$ cat src/rtl/mul_share_arb_if.sv
// Requester, result and multiplier-side signals of the shared-multiplier scheduler.
// The slave modport is the scheduler's view; master is the surrounding logic's view.
interface mul_share_arb_if #(
  parameter int size = 8,
  parameter int N_CH = 4
);
  logic [N_CH-1:0]        req_valid;
  logic [N_CH*size-1:0]   req_a;
  logic [N_CH*size-1:0]   req_b;
  logic [N_CH-1:0]        req_ready;
  logic [N_CH-1:0]        res_valid;
  logic [N_CH*2*size-1:0] res_data;
  logic [N_CH-1:0]        res_ack;
  logic                   mul_en_in;
  logic [size-1:0]        mul_a;
  logic [size-1:0]        mul_b;
  logic                   mul_en_out;
  logic [2*size-1:0]      mul_out;
  logic                   busy;
  logic                   err;

  modport slave (
    input  req_valid, req_a, req_b, res_ack, mul_en_out, mul_out,
    output req_ready, res_valid, res_data, mul_en_in, mul_a, mul_b, busy, err
  );

  modport master (
    output req_valid, req_a, req_b, res_ack, mul_en_out, mul_out,
    input  req_ready, res_valid, res_data, mul_en_in, mul_a, mul_b, busy, err
  );
endinterface

$ cat src/rtl/mul_share_arb.sv
// Round-robin scheduler sharing one fixed-latency pipelined multiplier among N_CH
// requesters; tags follow each issued op so products return to their owner.
module mul_share_arb #(
  parameter int size    = 8,
  parameter int N_CH    = 4,
  parameter int MUL_LAT = 4
) (
  input  logic             clk,
  input  logic             rst_n,
  mul_share_arb_if.slave   bus
);
  localparam int IDW = $clog2(N_CH);

  typedef enum logic [1:0] {ST_IDLE, ST_PEND, ST_DONE} ch_state_t;

  logic [N_CH-1:0] idle_vec;
  logic [N_CH-1:0] done_vec;
  logic [N_CH-1:0] eligible;
  logic [N_CH-1:0] grant;
  logic            grant_any;
  logic [IDW-1:0]  grant_id;
  logic [IDW-1:0]  cand;
  logic [IDW-1:0]  last_q;

  logic            mul_en_q;
  logic [size-1:0] mul_a_q;
  logic [size-1:0] mul_b_q;
  logic [IDW-1:0]  issue_id_q;

  logic            tag_vld_q [MUL_LAT];
  logic [IDW-1:0]  tag_id_q  [MUL_LAT];
  logic            ret_hit;
  logic            mismatch;
  logic            err_q;

  assign eligible = bus.req_valid & idle_vec;

  always_comb begin
    grant     = '0;
    grant_id  = '0;
    grant_any = 1'b0;
    cand      = '0;
    for (int k = 1; k <= N_CH; k++) begin
      cand = IDW'((int'(last_q) + k) % N_CH);
      if (!grant_any && eligible[cand]) begin
        grant_any   = 1'b1;
        grant[cand] = 1'b1;
        grant_id    = cand;
      end
    end
  end

  assign bus.req_ready = grant;

  // The issue register is the first pipeline slot; the tag chain then spans the
  // multiplier's own MUL_LAT stages so its tail lines up with mul_en_out.
  assign ret_hit  = bus.mul_en_out && tag_vld_q[MUL_LAT-1];
  assign mismatch = bus.mul_en_out != tag_vld_q[MUL_LAT-1];

  always_ff @(posedge clk or negedge rst_n) begin
    if (!rst_n) begin
      last_q     <= IDW'(N_CH - 1);
      mul_en_q   <= 1'b0;
      mul_a_q    <= '0;
      mul_b_q    <= '0;
      issue_id_q <= '0;
      err_q      <= 1'b0;
    end else begin
      if (grant_any) begin
        last_q <= grant_id;
      end
      mul_en_q   <= grant_any;
      mul_a_q    <= grant_any ? bus.req_a[int'(grant_id)*size +: size] : '0;
      mul_b_q    <= grant_any ? bus.req_b[int'(grant_id)*size +: size] : '0;
      issue_id_q <= grant_id;
      err_q      <= err_q | mismatch;
    end
  end

  generate
    for (genvar gi = 0; gi < MUL_LAT; gi++) begin : g_tag
      always_ff @(posedge clk or negedge rst_n) begin
        if (!rst_n) begin
          tag_vld_q[gi] <= 1'b0;
          tag_id_q[gi]  <= '0;
        end else if (gi == 0) begin
          tag_vld_q[gi] <= mul_en_q;
          tag_id_q[gi]  <= issue_id_q;
        end else begin
          tag_vld_q[gi] <= tag_vld_q[(gi > 0) ? gi - 1 : 0];
          tag_id_q[gi]  <= tag_id_q[(gi > 0) ? gi - 1 : 0];
        end
      end
    end

    for (genvar gi = 0; gi < N_CH; gi++) begin : g_ch
      ch_state_t         state_q;
      ch_state_t         state_d;
      logic [2*size-1:0] data_q;
      logic              hit;

      assign hit = ret_hit && (tag_id_q[MUL_LAT-1] == IDW'(gi));

      always_comb begin
        state_d = state_q;
        unique case (state_q)
          ST_IDLE: if (grant[gi])       state_d = ST_PEND;
          ST_PEND: if (hit)             state_d = ST_DONE;
          ST_DONE: if (bus.res_ack[gi]) state_d = ST_IDLE;
          default:                      state_d = ST_IDLE;
        endcase
      end

      always_ff @(posedge clk or negedge rst_n) begin
        if (!rst_n) begin
          state_q <= ST_IDLE;
          data_q  <= '0;
        end else begin
          state_q <= state_d;
          if (hit) begin
            data_q <= bus.mul_out;
          end
        end
      end

      assign idle_vec[gi] = (state_q == ST_IDLE);
      assign done_vec[gi] = (state_q == ST_DONE);
      assign bus.res_data[gi*2*size +: 2*size] = data_q;
    end
  endgenerate

  assign bus.res_valid = done_vec;
  assign bus.mul_en_in = mul_en_q;
  assign bus.mul_a     = mul_a_q;
  assign bus.mul_b     = mul_b_q;
  assign bus.busy      = ~&idle_vec;
  assign bus.err       = err_q;
endmodule

$ cat src/flat_wrapper.sv
// flat-port wrapper written by rule: the top's interface ports become plain ports
module mul_share_arb_flat 
#(
  parameter int size    = 8,
  parameter int N_CH    = 4,
  parameter int MUL_LAT = 4
)
  (clk, rst_n, bus_req_valid, bus_req_a, bus_req_b, bus_res_ack, bus_mul_en_out, bus_mul_out, bus_req_ready, bus_res_valid, bus_res_data, bus_mul_en_in, bus_mul_a, bus_mul_b, bus_busy, bus_err);
  mul_share_arb_if #(.size(size), .N_CH(N_CH)) bus_i ();
  input  logic clk;
  input  logic rst_n;
  input wire logic [$bits(bus_i.req_valid)-1:0] bus_req_valid;
  input wire logic [$bits(bus_i.req_a)-1:0] bus_req_a;
  input wire logic [$bits(bus_i.req_b)-1:0] bus_req_b;
  input wire logic [$bits(bus_i.res_ack)-1:0] bus_res_ack;
  input wire logic [$bits(bus_i.mul_en_out)-1:0] bus_mul_en_out;
  input wire logic [$bits(bus_i.mul_out)-1:0] bus_mul_out;
  output wire logic [$bits(bus_i.req_ready)-1:0] bus_req_ready;
  output wire logic [$bits(bus_i.res_valid)-1:0] bus_res_valid;
  output wire logic [$bits(bus_i.res_data)-1:0] bus_res_data;
  output wire logic [$bits(bus_i.mul_en_in)-1:0] bus_mul_en_in;
  output wire logic [$bits(bus_i.mul_a)-1:0] bus_mul_a;
  output wire logic [$bits(bus_i.mul_b)-1:0] bus_mul_b;
  output wire logic [$bits(bus_i.busy)-1:0] bus_busy;
  output wire logic [$bits(bus_i.err)-1:0] bus_err;
  assign bus_i.req_valid = bus_req_valid;
  assign bus_i.req_a = bus_req_a;
  assign bus_i.req_b = bus_req_b;
  assign bus_i.res_ack = bus_res_ack;
  assign bus_i.mul_en_out = bus_mul_en_out;
  assign bus_i.mul_out = bus_mul_out;
  assign bus_req_ready = bus_i.req_ready;
  assign bus_res_valid = bus_i.res_valid;
  assign bus_res_data = bus_i.res_data;
  assign bus_mul_en_in = bus_i.mul_en_in;
  assign bus_mul_a = bus_i.mul_a;
  assign bus_mul_b = bus_i.mul_b;
  assign bus_busy = bus_i.busy;
  assign bus_err = bus_i.err;
  mul_share_arb #(.size(size), .N_CH(N_CH), .MUL_LAT(MUL_LAT)) u_core (.clk(clk), .rst_n(rst_n), .bus(bus_i));
endmodule
$ cat config.mk
export PLATFORM = sky130hd
export DESIGN_NAME = mul_share_arb_flat
export DESIGN_NICKNAME = d
export VERILOG_FILES = /design/src/rtl/mul_share_arb_if.sv /design/src/rtl/mul_share_arb.sv /design/src/flat_wrapper.sv
export SDC_FILE = /design/constraint.sdc
export NUM_CORES = 1
export LEC_CHECK = 0
export CORE_MARGIN = 2
export CORE_UTILIZATION = 39
export CTS_BUF_LIST = sky130_fd_sc_hd__clkbuf_16
export DETAILED_ROUTE_END_ITERATION = 6
export PLACE_DENSITY_LB_ADDON = 0.12
export SETUP_SLACK_MARGIN = 0.02
export SLEW_MARGIN = 20
export SYNTH_ARGS = -nofsm -noshare
export SYNTH_HDL_FRONTEND = slang
export SYNTH_SLANG_ARGS = --single-unit
$ cat constraint.sdc
create_clock -name clk -period 4.9 [get_ports clk]
set_input_delay 0.98 -clock clk [delete_from_list [all_inputs] [get_ports clk]]
set_output_delay 0.98 -clock clk [all_outputs]
set_load 0.02 [all_outputs]
### Word level (Yosys, flattened, before mapping)

Index checks and enable logic that the tools add are counted.

* flip-flop bits (word level): 106
* input port bits: 91
* output and inout bits: 91
* word-level logic and storage cells: 137

* $add $sub $neg: 4
* order comparisons: 8
* eq/ne operators: 24
* shift operators: 2
* multiplexer cells: 46
* bitwise operators: 5
* reductions and logical operators: 26

Operators with widths (count)
* $shiftx A32 B6 Y8: 2
* $mux W2: 16
* $pmux W2 S3: 4
* $mux W4: 4
* $mux W8: 2
* $ne A2 B2 Y1 const B: 8
* $eq A2 B2 Y1 const B: 6
* $logic_and A1 B1 Y1: 12
* $lt A2 B3 Y1 const B: 4
* $mux W1: 12
* $or A4 B4 Y4: 3
* $reduce_and A3 Y1: 4
* $eq A2 B1 Y1 const B: 5
* $logic_not A2 Y1: 5
* $bmux W1 S2: 4
* $demux W1 S2: 4
* $ge A2 B1 Y1 const B: 4
* $ne A2 B1 Y1 const B: 4
* $add A2 B1 Y2 const B: 2
* $add A2 B2 Y2 const B: 2
* $and A4 B4 Y4: 1
* $logic_not A1 Y1: 4
* $reduce_and A4 Y1: 1
* $ne A1 B1 Y1: 1
* $or A1 B1 Y1: 1

### Logic depth before layout (Yosys ltp)

Gate-level depths: netlist of run 1.

* depth after elaboration: 16
* gate-level depth with buffers: 11
* gate-level depth less buffers: 9

### Worst setup path before layout of run 1

OpenSTA, ideal clock, no wires.

* path type: reg2out
* start: register u_core.last_q[0]
* end: output bus_req_ready[1]
* data arrival time: 2861 ps
* data required time: 3920 ps
* path slack: 1059 ps
* cell stages (with the launch flop): 9
* path buffers: 2
* cells stage by stage: dfstp_2 buf_2 clkinv_1 ha_1 mux4_2 clkbuf_1 nor3_1 o211a_1 a221o_1

* longest elaborated chain between the ends: 13
* elaborated cells on any way between the ends: 48
* classes of those cells: 4 x add/sub; 8 x order compare; 23 x mux; 3 x bitwise; 10 x reduce/logical

Ends and longest elaborated chain
* from (decl): RTL line mul_share_arb.sv:23 `logic [IDW-1:0] last_q;`
* from (signal assigned): RTL line mul_share_arb.sv:62 `last_q <= IDW'(N_CH - 1);`
* from (signal assigned): RTL line mul_share_arb.sv:70 `last_q <= grant_id;`
* parallel branches: the longest is 12 deep, another holds $lt A2 B3 Y1
* $mux W4 *: RTL line mul_share_arb.sv:45 `if (!grant_any && eligible[cand]) begin`
* to (decl): RTL line flat_wrapper.sv:18 `output wire logic [$bits(bus_i.req_ready)-1:0] bus_req_ready;`

Every way passes the cells marked *. The select of a mux whose other input is x is not followed.

### Worst setup path in the final report of run 1

* start: register u_core.last_q[0]
* end: output bus_req_ready[3]

Same word-level chain as after synthesis.

==> impl_results.md, run 1 <==
* Worst hold stages at 0
* Met1 usage at 24.2%
* CTS tree: built
* Residual DRC count at 0
* Class of the worst hold path: reg -> reg
* Top post-synthesis cells by area: dfrtp_1 56%, nand2_1 8.5%, mux2_2 8.0%
* Count leader, synth: nand2_1
* CTS Sinks at 106
* CTS Buf Count at 9
* Layout cells sized above 1 at 11.6%
* Synth top cells by count: 105 x nand2_1, 104 x dfrtp_1, 33 x mux2_2
* Vias in the first global route at 3709
* Period minus WS final at 4.61 ns
* Combinational power share at 54.5%
* Relative slew slack at 40.4%
* Worst skew pair latency at 0.34 ns
* Post-route ant nets at 0
* Lkg Pwr at 0.00314 uW
* Status: completed
* Register area share after synthesis at 57.5%
* Met2 GRT Util at 33.0%
* Die Width at 113 um
* CP Class: reg -> out
* # H-tree levels at 3
* Max IR drop VDD at 356 uV
* WP data required at 3.92 ns
* Post-Syn Instances at 400
* Worst setup EP type: output pin
* Final count of hold timing violations at 0
* Initial Utilization at 40.3%
* PwrDens at 730 nW/um2
* Top FF cell, synth: dfrtp_1
* Clock transition at path regs at 0.07 ns
* Clk pwr share at 14.9%
* FMAX at 217 MHz
* R2r endpoint: u_core.bus.mul_a[6]
* First-pass GRT wire length at 19300 um
* Cell Int Power at 3040 uW
* Total grt overflow at 0
* FF+latch area at 2660 um2
* Seq pwr share at 30.6%
* Gpl congestion at 0.786
* Fill cells at 956
* Worst-Margin Slew at 0.891 ns
* # IOs at 182
* Drt via density at 5.13
* # rows at 39
* RSZ-0062 raised after global routing: false
* Die ar. at 12700 um2
* Worst hold start: u_core.tag_id_q[7]
* Max Buffers Root-to-Sink at 2
* Worst Skew at 0.00818 ns
* Fin. max-slew vios at 0
* Synth cell types at 48
* Antenna Cells at 0
* Detailed Routing Iterations Pass 1 at 4
* Async SR Flop Fraction at 100%
* Final Core Density at 60.1%
* R2r worst-path depth at 9
* Synthesized area per cell at 11.6 um2
* Multi-input logic area at 1860 um2
* Largest net degree at the start of global routing at 80
* Initial antenna violation count at 0
* Final WL at 12000 um
* Input/output buffers at 181
* Detailed Route Iter0 Violations at 169
* Post-synth top area share at 56.3%
* EDFF count, synth at 0
* P_sw at 1990 uW
* #FFs+latches synth at 106
* Core area at 11500 um2
* Root buf cell: clkbuf_16
* Fin nets at 680
* Worst r2r src: u_core.last_q[0]
* Wirelength per Cell at 16.5 um
* Worst R2R Setup Slack at 1.33 ns
* Ys Warns at 0
* Synth Cell Area at 4620 um2
* Tot GR Track Use at 19.3%
* Final setup viols at 0
* Critical Path Start Type: flip-flop
* GRT busiest layer: met2
* Hpwl dp at 8800 um
* Worst hold slack at 0.349 ns
* Max FO, Critical Path at 11
* Max-cap violations at 0
* Sw frac at 39.6%
* Area growth syn-to-layout at 49.2%
* Final critical-path share of the clock period at 94.2%
* Vias at 3736
* Hold EP: u_core.tag_id_q[5]
* Vert. Die Dim at 113 um
* Total negative setup slack at 0 ns
* Arr. time, crit path at 3.63 ns
* GR Layer Usage met3 at 5.09%
* Syn Nets at 500
* Biggest area consumer among synthesized cells: dfrtp_1
[placed cells by master, fill, tap and decap left out, types with 5 or more instances in the layout]
cell               n
clkdlybuf4s50_1  178
nand2_1          105
dfrtp_1          104
mux2_2            33
mux2i_1           26
o22ai_1           13
inv_1              9
ha_1               9
clkbuf_16          9
nand3_1            8
nor2_1             7
o21ai_0            6
nor2b_1            5
[flip-flops by register name (all words and copies together), names as in the netlist]
signal	count
u_core.bus.mul_b	8
u_core.bus.mul_a	8
u_core.issue_id_q	2
u_core.g_ch.state_q	8
u_core.tag_vld_q	4
u_core.tag_id_q	8
u_core.bus.mul_en_in	1
u_core.last_q	2
u_core.g_ch.data_q	64
u_core.bus.err	1
[how the worst max path moves through the flow]
stage | from | to | slack (ns) | cells after the start
finish | u_core.last_q[0] | bus_req_ready[3] | 0.29 | 7
floorplan | u_core.last_q[0] | bus_req_ready[1] | 1.06 | 8
detailed placement | bus_req_valid[2] | bus_req_ready[2] | 0.33 | 7
global route | u_core.last_q[0] | bus_req_ready[3] | 0.10 | 7
CTS | u_core.last_q[0] | bus_req_ready[2] | 0.14 | 7
global placement | bus_req_valid[2] | bus_req_ready[0] | 0.38 | 7
[power groups by stage]
stage          Sequential [uW]  Clock, uW  Combinational (uW)
2_1_floorplan             1900          0                1310
3_3_place_gp              1540          0                2700
3_5_place_dp              1560          0                2750
4_1_cts                   1550        769                2770
5_1_grt                   1600        814                2960
6_report                  1540        748                2740
[per-stage QoR]
stage	power [uW]	std cells	setup slack [ns]	instance area [um2]
3_5_place_dp	4310	711	0.326	6560
6_report	5030	728	0.287	6890
5_1_grt	5370	728	0.103	6890
3_3_place_gp	4240	711	0.380	6560
4_1_cts	5080	727	0.141	6880
2_1_floorplan	3200	400	1.06	4620
[worst max-delay path: stages (launching register included)]
cell and delay [ns]:
dfstp_2 0.68, clkinv_2 0.21, ha_1 0.44, mux4_2 0.58, nor3_1 0.29, o211a_1 0.26, a221o_1 0.19, clkdlybuf4s50_1 0.63
[cell families (layout without fill, tap and decap cells)]
logic type	Yosys count	in the layout	share of synthesized area, %
DFF	106	106	57.5
muxes	64	64	15.9
buffers and inverters	26	211	2.38
adders and majority gates	9	9	2.44
AOI/OAI and AO/OA	44	44	6.77
and+or+nand+nor	151	151	15.0
[cell type report]
cell class | count | share of cell area [%]
Multi-Input combinational cell | 268 | 27.0
Timing Repair Buffer | 185 | 26.8
Tap cell | 143 | 2.60
Sequential cell | 106 | 38.5
Clock inverter | 7 | 1.25
Inverter | 10 | 0.563
Clock buffer | 9 | 3.27
[layer usage]
metal | up-vias | part of all wire (%)
met5 | - | 0
met3 | 13 | 7.5
met1 | 1823 | 40
met2 | 160 | 51
met4 | 0 | 1.3
li1 | 1740 | -
[repair_timing]
| action | 4_1_cts | 5_1_grt |
|---|---|---|
| setup buffers | 0 | 1 |
| setup endpoints to repair | 2 | 4 |
| gates resized for setup | 1 | 2 |
| hold buffers | 0 | 0 |
Note: power is estimated with default switching activity, not from simulation.
==> inputs of run 2 (changes only) <==
CORE_MARGIN = unset   (was 2)
==> run 2 against run 1 <==
Count of clock-buffer cells in the layout did not move. First-iteration DRC count decreased by 10%. Via count fell by 0.46%. Design area down 0.54%. Register-to-register slack worse by 0.13 ns. Total power fell by 1.6%. Setup slack worse by 0.11 ns. Sequential share of layout area rose by 0.21 points. Clock skew hardly changed. Fmax shrank 2.4%.
==> impl_results.md, run 2 (synthesis gave the netlist of run 1 again) <==
* GRT busiest layer: met2 (unchanged)
* Max IR drop VDD at 387 uV (was 356 uV)
* Fin nets at 679 (was 680)
* Tot GR Track Use at 19.5% (was 19.3%)
* Final WL at 11500 um (was 12000 um)
* # IOs at 182 (unchanged)
* Slowest CP cell: dfstp_2 (unchanged)
* Max FO, Critical Path at 14 (was 11)
* Cell Int Power at 2980 uW (was 3040 uW)
* Max-cap violations at 0 (unchanged)
* Worst-Margin Slew at 0.961 ns (was 0.891 ns)
* Slowest stage delay, CP at 0.69 ns (was 0.68 ns)
* CTS Sinks at 106 (unchanged)
* Die Width at 111 um (was 113 um)
* Total negative setup slack at 0 ns (unchanged)
* Crit-path cells: clkinv_2 -> ha_1 -> mux4_2 -> nor3_1 -> o211a_1 -> a221o_1 -> clkdlybuf4s50_1 (unchanged)
* Fill cells at 990 (was 956)
* Detailed Route Iter0 Violations at 152 (was 169)
* GR Layer Usage met3 at 4.65% (was 5.09%)
* RSZ-0062 raised after global routing: false (unchanged)
* Total grt overflow at 0 (unchanged)
* Combinational power share at 55.1% (was 54.5%)
* Most frequent cells in the layout: 178 x clkdlybuf4s50_1, 105 x nand2_1, 104 x dfrtp_1 (unchanged)
* Core area at 11500 um2 (unchanged)
* Post-route ant nets at 0 (unchanged)
* First-pass GRT wire length at 19300 um (about the same)
* Final count of hold timing violations at 0 (unchanged)
* Max Buffers Root-to-Sink at 2 (unchanged)
* Worst R2R Setup Slack at 1.20 ns (was 1.33 ns)
* Worst Skew at 0.00798 ns (was 0.00818 ns)
* Post-CTS Setup Repair Bufs at 0 (unchanged)
* FF+latch area at 2660 um2 (unchanged)
* Met2 GRT Util at 32.5% (was 33.0%)
* WP data required at 3.92 ns (about the same)
* Gpl congestion at 0.819 (was 0.786)
* Largest register by flop count: u_core.g_ch.data_q (unchanged)
* Kind of cell adding the most delay to the critical path: buffers and inverters (unchanged)
* R2r endpoint: u_core.bus.mul_a[5] (was u_core.bus.mul_a[6])
* Worst hold stages at 0 (unchanged)
* Root buf cell: clkbuf_16 (unchanged)
* Lkg Pwr at 0.00313 uW (was 0.00314 uW)
* Wirelength per Cell at 15.8 um (was 16.5 um)
* Sw frac at 39.8% (was 39.6%)
* # rows at 39 (unchanged)
* Final critical-path share of the clock period at 96.4% (was 94.2%)
* CTS tree: built (unchanged)
* Area growth syn-to-layout at 48.4% (was 49.2%)
* Hold EP: u_core.tag_id_q[6] (was u_core.tag_id_q[5])
* Multi-input logic area at 1860 um2 (unchanged)
* Met1 usage at 25.1% (was 24.2%)
* # hold bufs at CTS at 0 (unchanged)
* Die ar. at 12300 um2 (was 12700 um2)
* R2r worst-path depth at 8 (was 9)
* FMAX at 212 MHz (was 217 MHz)
* P_sw at 1970 uW (was 1990 uW)
* Worst Setup SP: u_core.last_q[0] (unchanged)
* Worst hold start: u_core.issue_id_q[0] (was u_core.tag_id_q[7])
* Arr. time, crit path at 3.74 ns (was 3.63 ns)
* Initial antenna violation count at 0 (unchanged)
* CP Class: reg -> out (unchanged)
* Buf/Inv on CP at 2 (unchanged)
* Class of the worst hold path: reg -> reg (unchanged)
* CTS Buf Count at 9 (unchanged)
* Vias in the first global route at 3867 (was 3709)
* Drt via density at 5.12 (was 5.13)
* Initial Utilization at 40.3% (unchanged)
* Worst r2r src: u_core.last_q[0] (unchanged)
* Most common cell after layout, fill and taps aside: clkdlybuf4s50_1 (unchanged)
* Seq pwr share at 31.0% (was 30.6%)
* Final setup viols at 0 (unchanged)
* Residual DRC count at 0 (unchanged)
* Worst skew pair latency at 0.34 ns (about the same)
* Fin. max-slew vios at 0 (unchanged)
* Hpwl dp at 8540 um (was 8800 um)
* Input/output buffers at 181 (unchanged)
* Worst path depth at 7 (unchanged)
* Vias at 3719 (was 3736)
* # H-tree levels at 3 (unchanged)
* Critical Path Start Type: flip-flop (unchanged)
* PwrDens at 723 nW/um2 (was 730 nW/um2)
* Clock transition at path regs at 0.07 ns (about the same)
* Largest net degree at the start of global routing at 79 (was 80)
* Layout cells sized above 1 at 11.5% (was 11.6%)
* Vert. Die Dim at 111 um (was 113 um)
* Clk pwr share at 13.9% (was 14.9%)
* Detailed Routing Iterations Pass 1 at 4 (unchanged)
* Max reg flops at 64 (unchanged)
* Period minus WS final at 4.72 ns (was 4.61 ns)
* Worst setup EP type: output pin (unchanged)
* Total Power at 4950 uW (was 5030 uW)
* Antenna Cells at 0 (unchanged)
* Relative slew slack at 35.9% (was 40.4%)
* Status: completed (unchanged)
-- run 2: cell count changes in the layout (fill, tap and decap cells not counted), sizes merged --
cell,change
clkinv,+3
clkinvlp,-2
buf,-1
bufinv,-1
-- run 2: final cells by class --
type | instances | share of cell area, %
Multi-Input combinational cell | 268 | 27.1
Inverter | 10 | 0.566
Sequential cell | 106 | 38.7
Clock inverter | 7 | 0.876
Tap cell | 143 | 2.61
Timing Repair Buffer | 184 | 26.8
Clock buffer | 9 | 3.29
-- run 2: power by group through the flow --
| stage | clock network (uW) | registers, uW | logic [uW] |
|---|---|---|---|
| after CTS | 711 | 1540 | 2750 |
| final | 689 | 1540 | 2730 |
| after global routing | 750 | 1590 | 2950 |
| after floorplan | 0 | 1900 | 1310 |
| after global placement | 0 | 1540 | 2690 |
| after detailed placement | 0 | 1560 | 2740 |
-- run 2: worst max path at each step --
| stage | to | slack [ns] |
|---|---|---|
| 3_3_place_gp | bus_req_ready[3] | 0.41 |
| 3_5_place_dp | bus_req_ready[3] | 0.29 |
| 4_1_cts | bus_req_ready[0] | 0.16 |
| 6_report | bus_req_ready[3] | 0.18 |
| 5_1_grt | bus_req_ready[3] | 0.03 |
| 2_1_floorplan | bus_req_ready[1] | 1.06 |
-- run 2: through the flow --
stage	setup slack [ns]	utilization (%)	cells	hold WS [ns]	cell area [um2]
after floorplan	1.06	-	400	0.331	4620
after global placement	0.405	57.2	711	0.333	6560
after detailed placement	0.295	57.2	711	0.336	6560
after CTS	0.164	59.7	727	0.352	6850
after global routing	0.0341	59.8	727	0.359	6860
final	0.175	59.8	727	0.350	6860
-- run 2: per-layer routing --
layer	vias to the layer above	routed length, um
met1	1824	4920
met4	0	151
met3	15	810
met2	146	5610
met5	-	0
li1	1734	-
-- run 2: timing repair --
item                                    in CTS  in global routing
endpoints found under the setup margin       1                  2
gates resized for setup                      1                  2
pin swaps                                    0                  0
